### src/rtl/d_branch_seq.sv
// D-stage branch sequencer: holds a branch in D until its comparator operands are forwardable, then fires the compare.
// Optional statistics counters are built only when D_BRANCH_SEQ_STATS_EN is defined.
module d_branch_seq (
  input  logic        clk,
  input  logic        reset,
  input  logic        D_valid,
  input  logic        D_branch,
  input  logic        D_link,
  input  logic        D_use_rt,
  input  logic [4:0]  D_rs_addr,
  input  logic [4:0]  D_rt_addr,
  input  logic [4:0]  E_wr_addr,
  input  logic [4:0]  M_wr_addr,
  input  logic [1:0]  E_tnew,
  input  logic [1:0]  M_tnew,
  input  logic        D_flush,
  input  logic        cmp_pcsrc,
  output logic        cmp_en,
  output logic        stall,
  output logic        npc_sel,
  output logic        link_we,
  output logic [1:0]  wait_cnt,
  output logic [15:0] stat_taken,
  output logic [15:0] stat_stall
);

  typedef enum logic [1:0] {IDLE, WAIT, CMP} state_e;

  state_e     state_q, state_d;
  logic [1:0] wait_cnt_q, wait_cnt_d;
  logic       rsHazard, rtHazard, hazard, branchReq;

  // A source is hazardous when a pending writer in E or M targets it and its result is not yet forwardable.
  always_comb begin
    rsHazard = (D_rs_addr != 5'd0) &
               (((D_rs_addr == E_wr_addr) & (E_tnew != 2'd0)) |
                ((D_rs_addr == M_wr_addr) & (M_tnew != 2'd0)));
    rtHazard = (D_rt_addr != 5'd0) &
               (((D_rt_addr == E_wr_addr) & (E_tnew != 2'd0)) |
                ((D_rt_addr == M_wr_addr) & (M_tnew != 2'd0)));
    hazard    = rsHazard | (D_use_rt & rtHazard);
    branchReq = D_valid & D_branch & ~D_flush;
  end

  // Outputs are decoded from the current state; reset and flush silence them in the same cycle.
  always_comb begin
    state_d    = state_q;
    wait_cnt_d = wait_cnt_q;
    stall      = 1'b0;
    cmp_en     = 1'b0;
    npc_sel    = 1'b0;
    link_we    = 1'b0;
    if (reset) begin
      state_d    = IDLE;
      wait_cnt_d = 2'd0;
    end else if (D_flush) begin
      state_d    = IDLE;
      wait_cnt_d = 2'd0;
    end else begin
      case (state_q)
        IDLE: begin
          stall = branchReq;
          if (branchReq) begin
            state_d    = hazard ? WAIT : CMP;
            wait_cnt_d = hazard ? 2'd1 : 2'd0;
          end
        end
        WAIT: begin
          stall = 1'b1;
          if (hazard) begin
            wait_cnt_d = (wait_cnt_q == 2'd3) ? 2'd3 : wait_cnt_q + 2'd1;
          end else begin
            state_d    = CMP;
            wait_cnt_d = 2'd0;
          end
        end
        CMP: begin
          cmp_en     = 1'b1;
          npc_sel    = cmp_pcsrc;
          link_we    = D_link;
          state_d    = IDLE;
          wait_cnt_d = 2'd0;
        end
        default: begin
          state_d    = IDLE;
          wait_cnt_d = 2'd0;
        end
      endcase
    end
  end

  always_ff @(posedge clk) begin
    if (reset) begin
      state_q    <= IDLE;
      wait_cnt_q <= 2'd0;
    end else begin
      state_q    <= state_d;
      wait_cnt_q <= wait_cnt_d;
    end
  end

  assign wait_cnt = wait_cnt_q;

`ifdef D_BRANCH_SEQ_STATS_EN
  logic [15:0] stat_taken_q, stat_stall_q;

  always_ff @(posedge clk) begin
    if (reset) begin
      stat_taken_q <= 16'd0;
      stat_stall_q <= 16'd0;
    end else begin
      if (cmp_en && npc_sel && (stat_taken_q != 16'hFFFF)) stat_taken_q <= stat_taken_q + 16'd1;
      if (stall && (stat_stall_q != 16'hFFFF)) stat_stall_q <= stat_stall_q + 16'd1;
    end
  end

  assign stat_taken = stat_taken_q;
  assign stat_stall = stat_stall_q;
`else
  assign stat_taken = 16'd0;
  assign stat_stall = 16'd0;
`endif

endmodule
### config.mk
export PLATFORM = sky130hd
export DESIGN_NAME = d_branch_seq
export DESIGN_NICKNAME = d
export VERILOG_FILES = /design/src/rtl/d_branch_seq.sv
export SDC_FILE = /design/constraint.sdc
export NUM_CORES = 1
export LEC_CHECK = 0
export ABC_AREA = 0
export CAP_MARGIN = 20
export CELL_PAD_IN_SITES_DETAIL_PLACEMENT = 0
export CELL_PAD_IN_SITES_GLOBAL_PLACEMENT = 2
export CORE_MARGIN = 3
export CORE_UTILIZATION = 12
export CTS_CLUSTER_DIAMETER = 80
export DETAILED_ROUTE_END_ITERATION = 7
export PLACE_DENSITY_LB_ADDON = 0.1
export SYNTH_ARGS = -nofsm -noshare
export SYNTH_HDL_FRONTEND = slang
export SYNTH_SLANG_ARGS = --single-unit
export TNS_END_PERCENT = 50
### constraint.sdc
create_clock -name clk -period 1.3 [get_ports clk]
set_clock_uncertainty 0.2 [all_clocks]
set_input_delay 0.26 -clock clk [delete_from_list [all_inputs] [get_ports clk]]
set_output_delay 0.26 -clock clk [all_outputs]
set_load 0.01 [all_outputs]
==> qor.yml <==
layout:
  multiInputGateArea_sq_um: 613.1
  num_antenna_cells: 0
  nFillCells: 636
  area_growth_pct: 68.94
  nNetsFinal: 180
  drive_gt1_share_pct: 41.10
  seq_area_sq_um: 82.58
  design_area_sq_um: 1211
clock_tree:
  cts_buffers: 3
  cts_sinks: 4
  clockBufferDepth: 2
  clk_pin_slew_ns: 0.03
  clk_latency_ns: 0.21
  cts_hold_buf: 0
  cts_htree_levels: 1
  root_buffer: "clkbuf_8"
  cts_tree: "yes"
outcome:
  status: "finished with violations"
  violations: "negative setup slack"
yosys:
  ys.flop_type: "dfxtp_1"
  synth-compound-area-share_pct: 12.57
  synthMuxAreaShare_pct: 0
  synth.area.top_cells: "buf_4 (34%), xnor2_1 (24%), dfxtp_1 (11%)"
  ys_async_sr_fraction_pct: 0
  syn_area_per_cell_sq_um: 7.627
  synth_top_area_share_pct: 33.51
  syn_area_sq_um: 716.9
  synth_common_cells: "buf_4 (32), xnor2_1 (20), o21ai_0 (6)"
  ys_seq_area_share_pct: 11.17
  yosys.area_share.simple_pct: 17.28
  synth_edf_count: 0
  netlist_instances: 94
  yosysWarnings: 0
  ys_ff_latch: 4
  synthAdderAreaFrac_pct: 0
  synth.most_common_cell: "buf_4"
  synth_xor_area_share_pct: 24.43
  yosys.area.top_type: "buf_4"
  synth_top_family_by_area: "buffers and inverters"
  ys_types: 21
setup_path:
  arrival_ns: 1.19
  worstSetupStartpointType: "flop"
  crit_type: "flop to primary output"
  critPathRequiredTime_ns: 0.84
  worst_setup_path_end_kind: "primary output"
  cp_cell_sequence: "nor4b_4 > buf_4 > and2_1 > buf_2"
  path_max_fanout: 3
  max_stage_delay_ns: 0.33
  slowest_stage: "dfxtp_2"
place:
  portBuffers: 37
  place_area_sq_um: 1167
  globalplace.congestion: 0.6572
  dp_hpwl_um: 1982
route:
  avgViaCountPerCell: 3.234
  drcViolationCount: 0
  drt-total-wl_um: 2167
  route.detailed.wl_per_inst_um: 9.940
  drtIter0Drc: 12
  postRouteAntennaNets: 0
  drt_pass1_iterations: 4
  num_vias: 705
power_and_ir_drop:
  p_per_area_nw_per_um2: 554.3
  power.leakage_nw: 0.5284
  ir_worst_vdd_mv: 0.1947
timing:
  finalWorstSetupSlack_ns: -0.3501
  slew_viol_final: 0
  min_period_ns: 1.650
  fmax_mhz: 606.0
  rsz0062_at_grt: "true"
  setup_viol: 7
  hold_viol_final: 0
  fin_tns_setup_ns: -1.400
  period_share_pct: 126.9
worst_hold_path:
  hold_class: "input port to flop"
floorplanning:
  ios: 70
  die_w_um: 83.30
  initial_core_util_pct: 12.71
  die_h_um: 83.30
  coreArea_sq_um: 5642
  fp.dieArea_sq_um: 6938
  row_count: 27
global_route:
  grtUsageTotal_pct: 6.148
  use_met2_pct: 11.73
  top_usage_layer: "met2"
  grt_first_pass_wirelength_um: 3456
  grt_antenna_before_repair: 0
  grt_max_degree: 5
  overflow: 0
  use_met3_pct: 0.8929
  grt_pass1_vias: 721
  use_met1_pct: 6.785
run:
  drv_cap: 0
## layer usage
layer / wire (um) / vias up
met2: 1178 / 37
met5: 0 / -
met3: 151 / 2
li1: - / 358
met1: 815 / 308
met4: 21 / 0
## cells in the final DEF, fill, tap and decap left out, types with 2 or more instances in the layout
cell	count
o21ai_1	3
a21oi_1	2
nor3_1	2
clkdlybuf4s15_2	3
conb_1	32
o22ai_2	2
buf_4	14
o21ai_2	2
nand4_1	4
and2_1	2
dfxtp_1	2
buf_2	16
xnor2_1	15
clkdlybuf4s15_1	2
dfxtp_2	2
clkdlybuf4s50_1	3
buf_6	4
nor2_1	3
dlygate4sd2_1	7
xnor2_2	5
nand2_1	4
clkbuf_8	3
## final timing paths
kind / from / to / slack [ns] / cells after the start
setup reg to reg: state_q[1] / wait_cnt[0] / -0.10 / 5
hold / removal: D_flush / wait_cnt[1] / 0.30 / 4
hold reg to reg: wait_cnt[0] / wait_cnt[0] / 0.40 / 3
setup / recovery: state_q[0] / link_we / -0.35 / 4
## area by class of cell
class / count / area share (%)
timing repair buffer: 50 / 31.41
inverter: 1 / 0.3099
tap: 72 / 7.438
multi-input combinational: 88 / 50.62
clock buffer: 3 / 3.409
sequential: 4 / 6.818
## repair_timing
action	CTS	global route
buffers inserted	2	0
resized for setup	122	9
cloned	0	0
pin swaps	26	6
setup endpoints to repair	10	9
## logic make-up after synthesis
group,after synthesis
buffers and inverters,33
AND/OR/NAND/NOR,23
XOR/XNOR,20
AO/OA/AOI/OAI,13
flip-flops,4
other,1
## where the power goes
part | internal (mW) | switching, mW | leakage [nW] | total (mW)
Combinational | 0.144 | 0.149 | 0.474 | 0.293
Clock | 0.197 | 0.0555 | 0.0216 | 0.252
Sequential | 0.125 | 0.00112 | 0.0333 | 0.126
## registers in the layout (all words and copies together), names as in the netlist
| name | cells |
|---|---|
| state_q | 2 |
| wait_cnt | 2 |
## metrics by stage
| step | hold slack, ns | worst slack [ns] | utilization (%) | total power [mW] | cells |
|---|---|---|---|---|---|
| finish | 0.2993 | -0.3501 | 21.47 | 0.6713 | 218 |
| global route | 0.3146 | -0.3977 | 21.47 | 0.7167 | 218 |
| CTS | 0.3764 | -0.3551 | 21.47 | 0.6774 | 218 |
| detailed placement | 0.4037 | -0.9436 | 20.69 | 0.4178 | 213 |
| global placement | 0.4063 | -0.9361 | 20.69 | 0.4235 | 213 |
| floorplan | 0.2718 | -0.01486 | - | 0.3299 | 125 |
## worst max-delay path, delay by kind of cell (launching register included)
kind / cells / cell delay (ns)
AND/OR/NAND/NOR: 2 / 0.38
buffers and inverters: 2 / 0.27
flip-flops: 1 / 0.33
No activity file was read; power rests on OpenSTA's default activity.
==> RTL change 1 (same settings) <==
Build with the macro `D_BRANCH_SEQ_STATS_EN` defined.
--- a/src/rtl/d_branch_seq.sv
+++ b/src/rtl/d_branch_seq.sv
@@ -1,4 +1,6 @@
 // D-stage branch sequencer: holds a branch in D until its comparator operands are forwardable, then fires the compare.
 // Optional statistics counters are built only when D_BRANCH_SEQ_STATS_EN is defined.
+`define D_BRANCH_SEQ_STATS_EN
+
 module d_branch_seq (
   input  logic        clk,
Function: changed (a bounded check fails within 4 cycles, from zero or initial values and one cycle with reset high).
==> RTL change 1 against the original RTL <==
Combinational power rose by 5%; wire length grew to 3.5 times the old value; power grew to 4.0 times the old value; critical path type is now in -> reg; area after synthesis increased to 2.8 times the old value; worst setup slack got worse by 0.30 ns; via count rose to 3.1 times the old value; cell area increased to 3.4 times the old value; clock power rose to 5.0 times the old value; sequential cell count rose by 32; die area grew to 2.6 times the old value; highest routed layer unchanged; synthesized cell count grew 140%; the flow still finishes with violations (setup timing).
==> RTL change 1: results (changes against the original RTL) <==
| Metric | Value |
|---|---|
| Status | complete, but fails checks |
| Failing checks | setup timing |
| Combinational Power Share | 11.5% (-32 points) |
| Syn avg cell area | 8.81 µm² (+15%) |
| Final setup fails | 61 (+54) |
| GRT Util Overall | 8.64% (+2.5 points) |
| Final GP Congestion | 0.740 (+13%) |
| Layout Cells excl Fill | 605 (+180%) |
| Xor/xnor share of the synthesized area | 21.1% (-3.3 points) |
| Layout cells sized above 1 | 57.3% (+16 points) |
| First-pass GRT wire length | 12.2 mm (+250%) |
| DP HPWL | 5.84 mm (+190%) |
| Fin nets | 422 (+130%) |
| Vias in the first global route | 2,337 (+220%) |
| Routed met1 length | 3.22 mm (+300%) |
| Sequential share of cell area | 18.5% (+12 points) |
| Top-count cell post-synth | nor2_1 |
| Leakage | 1.80 nW (+240%) |
| PnR worst setup slack | -0.650 ns (-0.300 ns) |
| PortBufs | 69 (+86%) |
| Non-clock inverters | 3 (+2) |
| Largest net degree at the start of global routing | 30 (+25) |
| PwrDens | 640 mW/mm² (+16%) |
| CP max FO | 6 (+3) |
| Met2 WL | 3.96 mm (+240%) |
| Die area | 0.0182 mm² (+160%) |
| Via count of the routed design | 2,163 (+210%) |
-- RTL change 1: path summary, 6_finish.rpt --
path,slack (ns),endpoint,depth (start not counted),startpoint
hold / removal,0.18,stat_stall[7]$_SDFFE_PP0P_,3,reset
hold reg to reg,0.39,stat_taken[7]$_SDFFE_PP0P_,3,stat_taken[7]$_SDFFE_PP0P_
setup / recovery,-0.65,stat_stall[11]$_SDFFE_PP0P_,8,D_flush
setup reg to reg,-0.65,stat_stall[11]$_SDFFE_PP0P_,7,state_q[1]$_SDFFE_PP0P_
-- RTL change 1: metal layers --
metal	GRT usage, %	vias to the layer above
li1	-	1111
met1	9.99	1012
met3	2.76	8
met2	15.1	32
met5	0	-
met4	2.71	0
-- RTL change 1: stage by stage --
step	area (µm²)	worst slack [ns]
final	4160	-0.650
after global routing	4160	-0.876
after CTS	4010	-0.825
after detailed placement	3530	-1.25
after global placement	3530	-1.25
after floorplan	2060	-0.618
==> RTL change 2 (same flow settings) <==
Without the edit above. Put one more register stage on the output `wait_cnt`, cleared by the reset. The value now appears one clock later. The other outputs are not delayed to match.
--- a/src/rtl/d_branch_seq.sv
+++ b/src/rtl/d_branch_seq.sv
@@ -100,5 +100,11 @@
   end
 
-  assign wait_cnt = wait_cnt_q;
+  always_ff @(posedge clk) begin
+    if (reset) begin
+      wait_cnt <= '0;
+    end else begin
+      wait_cnt <= wait_cnt_q;
+    end
+  end
 
 `ifdef D_BRANCH_SEQ_STATS_EN
Function: changed (a bounded check fails within 4 cycles, from zero or initial values and one cycle with reset high).
==> RTL change 2 against the original RTL <==
The run still ends with setup timing left; power grew 13%; via count grew 2.4%; area after synthesis grew 5.2%; wire length grew 7.6%; worst setup slack gained 0.10 ns; register-to-register slack lost 0.11 ns; sequential cell count grew 2; sequential share of layout area grew 3.0 points; maximum frequency grew 6.8%; cell area grew 5.7%; critical path type unchanged.
==> RTL change 2: results (changes against the original RTL) <==
| Metric | Value |
|---|---|
| Dominant cells by area after synthesis | buf_4, xnor2_1, dfxtp_1 |
| Clock root buffer master | clkbuf_8 |
| H-tree levels | 1 (unchanged) |
| Layout cells sized above 1 | 45.6% (+4.5 points) |
| CP max FO | 3 (unchanged) |
| Final WL | 2.33 mm (+7.6%) |
| Drt first pass iters | 4 (unchanged) |
| Via count of the routed design | 722 (+2.4%) |
| Peak supply drop | 0.000385 V (+98%) |
| Mapped Cells | 96 (+2.1%) |
| Diodes inserted | 0 (unchanged) |
| Commonest cells post-synth | buf_4, xnor2_1, dfxtp_1 |
| Layout Cells excl Fill | 224 (+2.8%) |
| Failing checks | setup timing |
| GRT Util Overall | 6.35% (+0.20 points) |
| Pre-CTS setup slack | -0.983 ns (-0.0397 ns) |
| First-pass GRT wire length | 3.69 mm (+6.8%) |
| DRC | 0 (unchanged) |
| PnR worst setup slack | -0.245 ns (+0.105 ns) |
| Vias in the first global route | 788 (+9.3%) |
| Clk buf depth | 2 (unchanged) |
| Leakage | 0.587 nW (+11%) |
| Status | complete, but fails checks |
| Largest net degree at the start of global routing | 6 (+1) |
| Iter 0 DRT Violations | 6 (-6) |
| Final setup fails | 6 (-1) |
| TNS Setup | -1.11 ns (+0.292 ns) |
| Ys Warns | 0 (unchanged) |
| Ys async rst share | 0% (unchanged) |
| Top flop regs | state_q: 2 flops, wait_cnt: 2 flops, wait_cnt_q: 2 flops |
| DP HPWL | 2.00 mm (+0.74%) |
| Share of the yosys chip area belonging to registers | 15.9% (+4.8 points) |
| Fin nets | 183 (+1.7%) |
| Worst Path Arrival | 1.09 ns (-0.10 ns) |
| Count of cell types in the netlist | 20 (-4.8%) |
| Final GP Congestion | 0.753 (+15%) |
-- RTL change 2: final timing paths --
kind                                end  cells past startpoint                       start  slack, ns
max                             npc_sel                      3     state_q[0]$_SDFFE_PP0P_      -0.25
min reg2reg      wait_cnt[1]$_SDFF_PP0_                      1  wait_cnt_q[1]$_SDFFE_PP0P_       0.31
max reg2reg  wait_cnt_q[1]$_SDFFE_PP0P_                      6     state_q[0]$_SDFFE_PP0P_      -0.21
min              wait_cnt[1]$_SDFF_PP0_                      2                       reset       0.08
-- RTL change 2: repair_timing --
item | 4_1_cts | 5_1_grt
setup buffers | 4 | 0
setup endpoints to repair | 10 | 8
pin swaps | 32 | 3
gates resized for setup | 140 | 3
-- RTL change 2: stage by stage --
step	utilization, %	area [µm²]	power [W]
6_report	21.4	1280	0.000759
5_1_grt	21.4	1280	0.000810
4_1_cts	21.2	1270	0.000767
3_5_place_dp	19.9	1190	0.000477
3_3_place_gp	19.9	1190	0.000482
2_1_floorplan	-	891	0.000384
-- RTL change 2: critical path, cell delays in order, from the launching register on --
cell and delay (ns):
dfxtp_4 0.34, nor4b_4 0.25, and2_4 0.18, buf_6 0.09
-- RTL change 2: cell type report --
| cell class | instances | area, µm² |
|---|---|---|
| inverter | 2 | 7.51 |
| fill | 702 | 4710 |
| clock buffer | 3 | 41.3 |
| tap | 75 | 93.8 |
| multi-input combinational | 87 | 633 |
| timing repair buffer | 51 | 379 |
| sequential | 6 | 125 |
-- RTL change 2: report_power, final --
part	total [W]	internal [W]	switching, W
Clock	0.000274	0.000198	0.0000750
Combinational	0.000299	0.000149	0.000149
Sequential	0.000187	0.000185	0.00000165
-- RTL change 2: metal layers --
metal | up-vias | track usage, % | wire, µm
met2 | 45 | 10.2 | 1040
met4 | 0 | 1.73 | 18
met1 | 311 | 8.47 | 1030
met5 | - | 0 | 0
li1 | 364 | - | -
met3 | 2 | 1.46 | 244
-- RTL change 2: cell families after synthesis --
family	synth area share, %
xor+xnor	23.2
flops	15.9
other cells	0.497
compound gates	12.6
simple gates	14.9
buf+inv	32.8
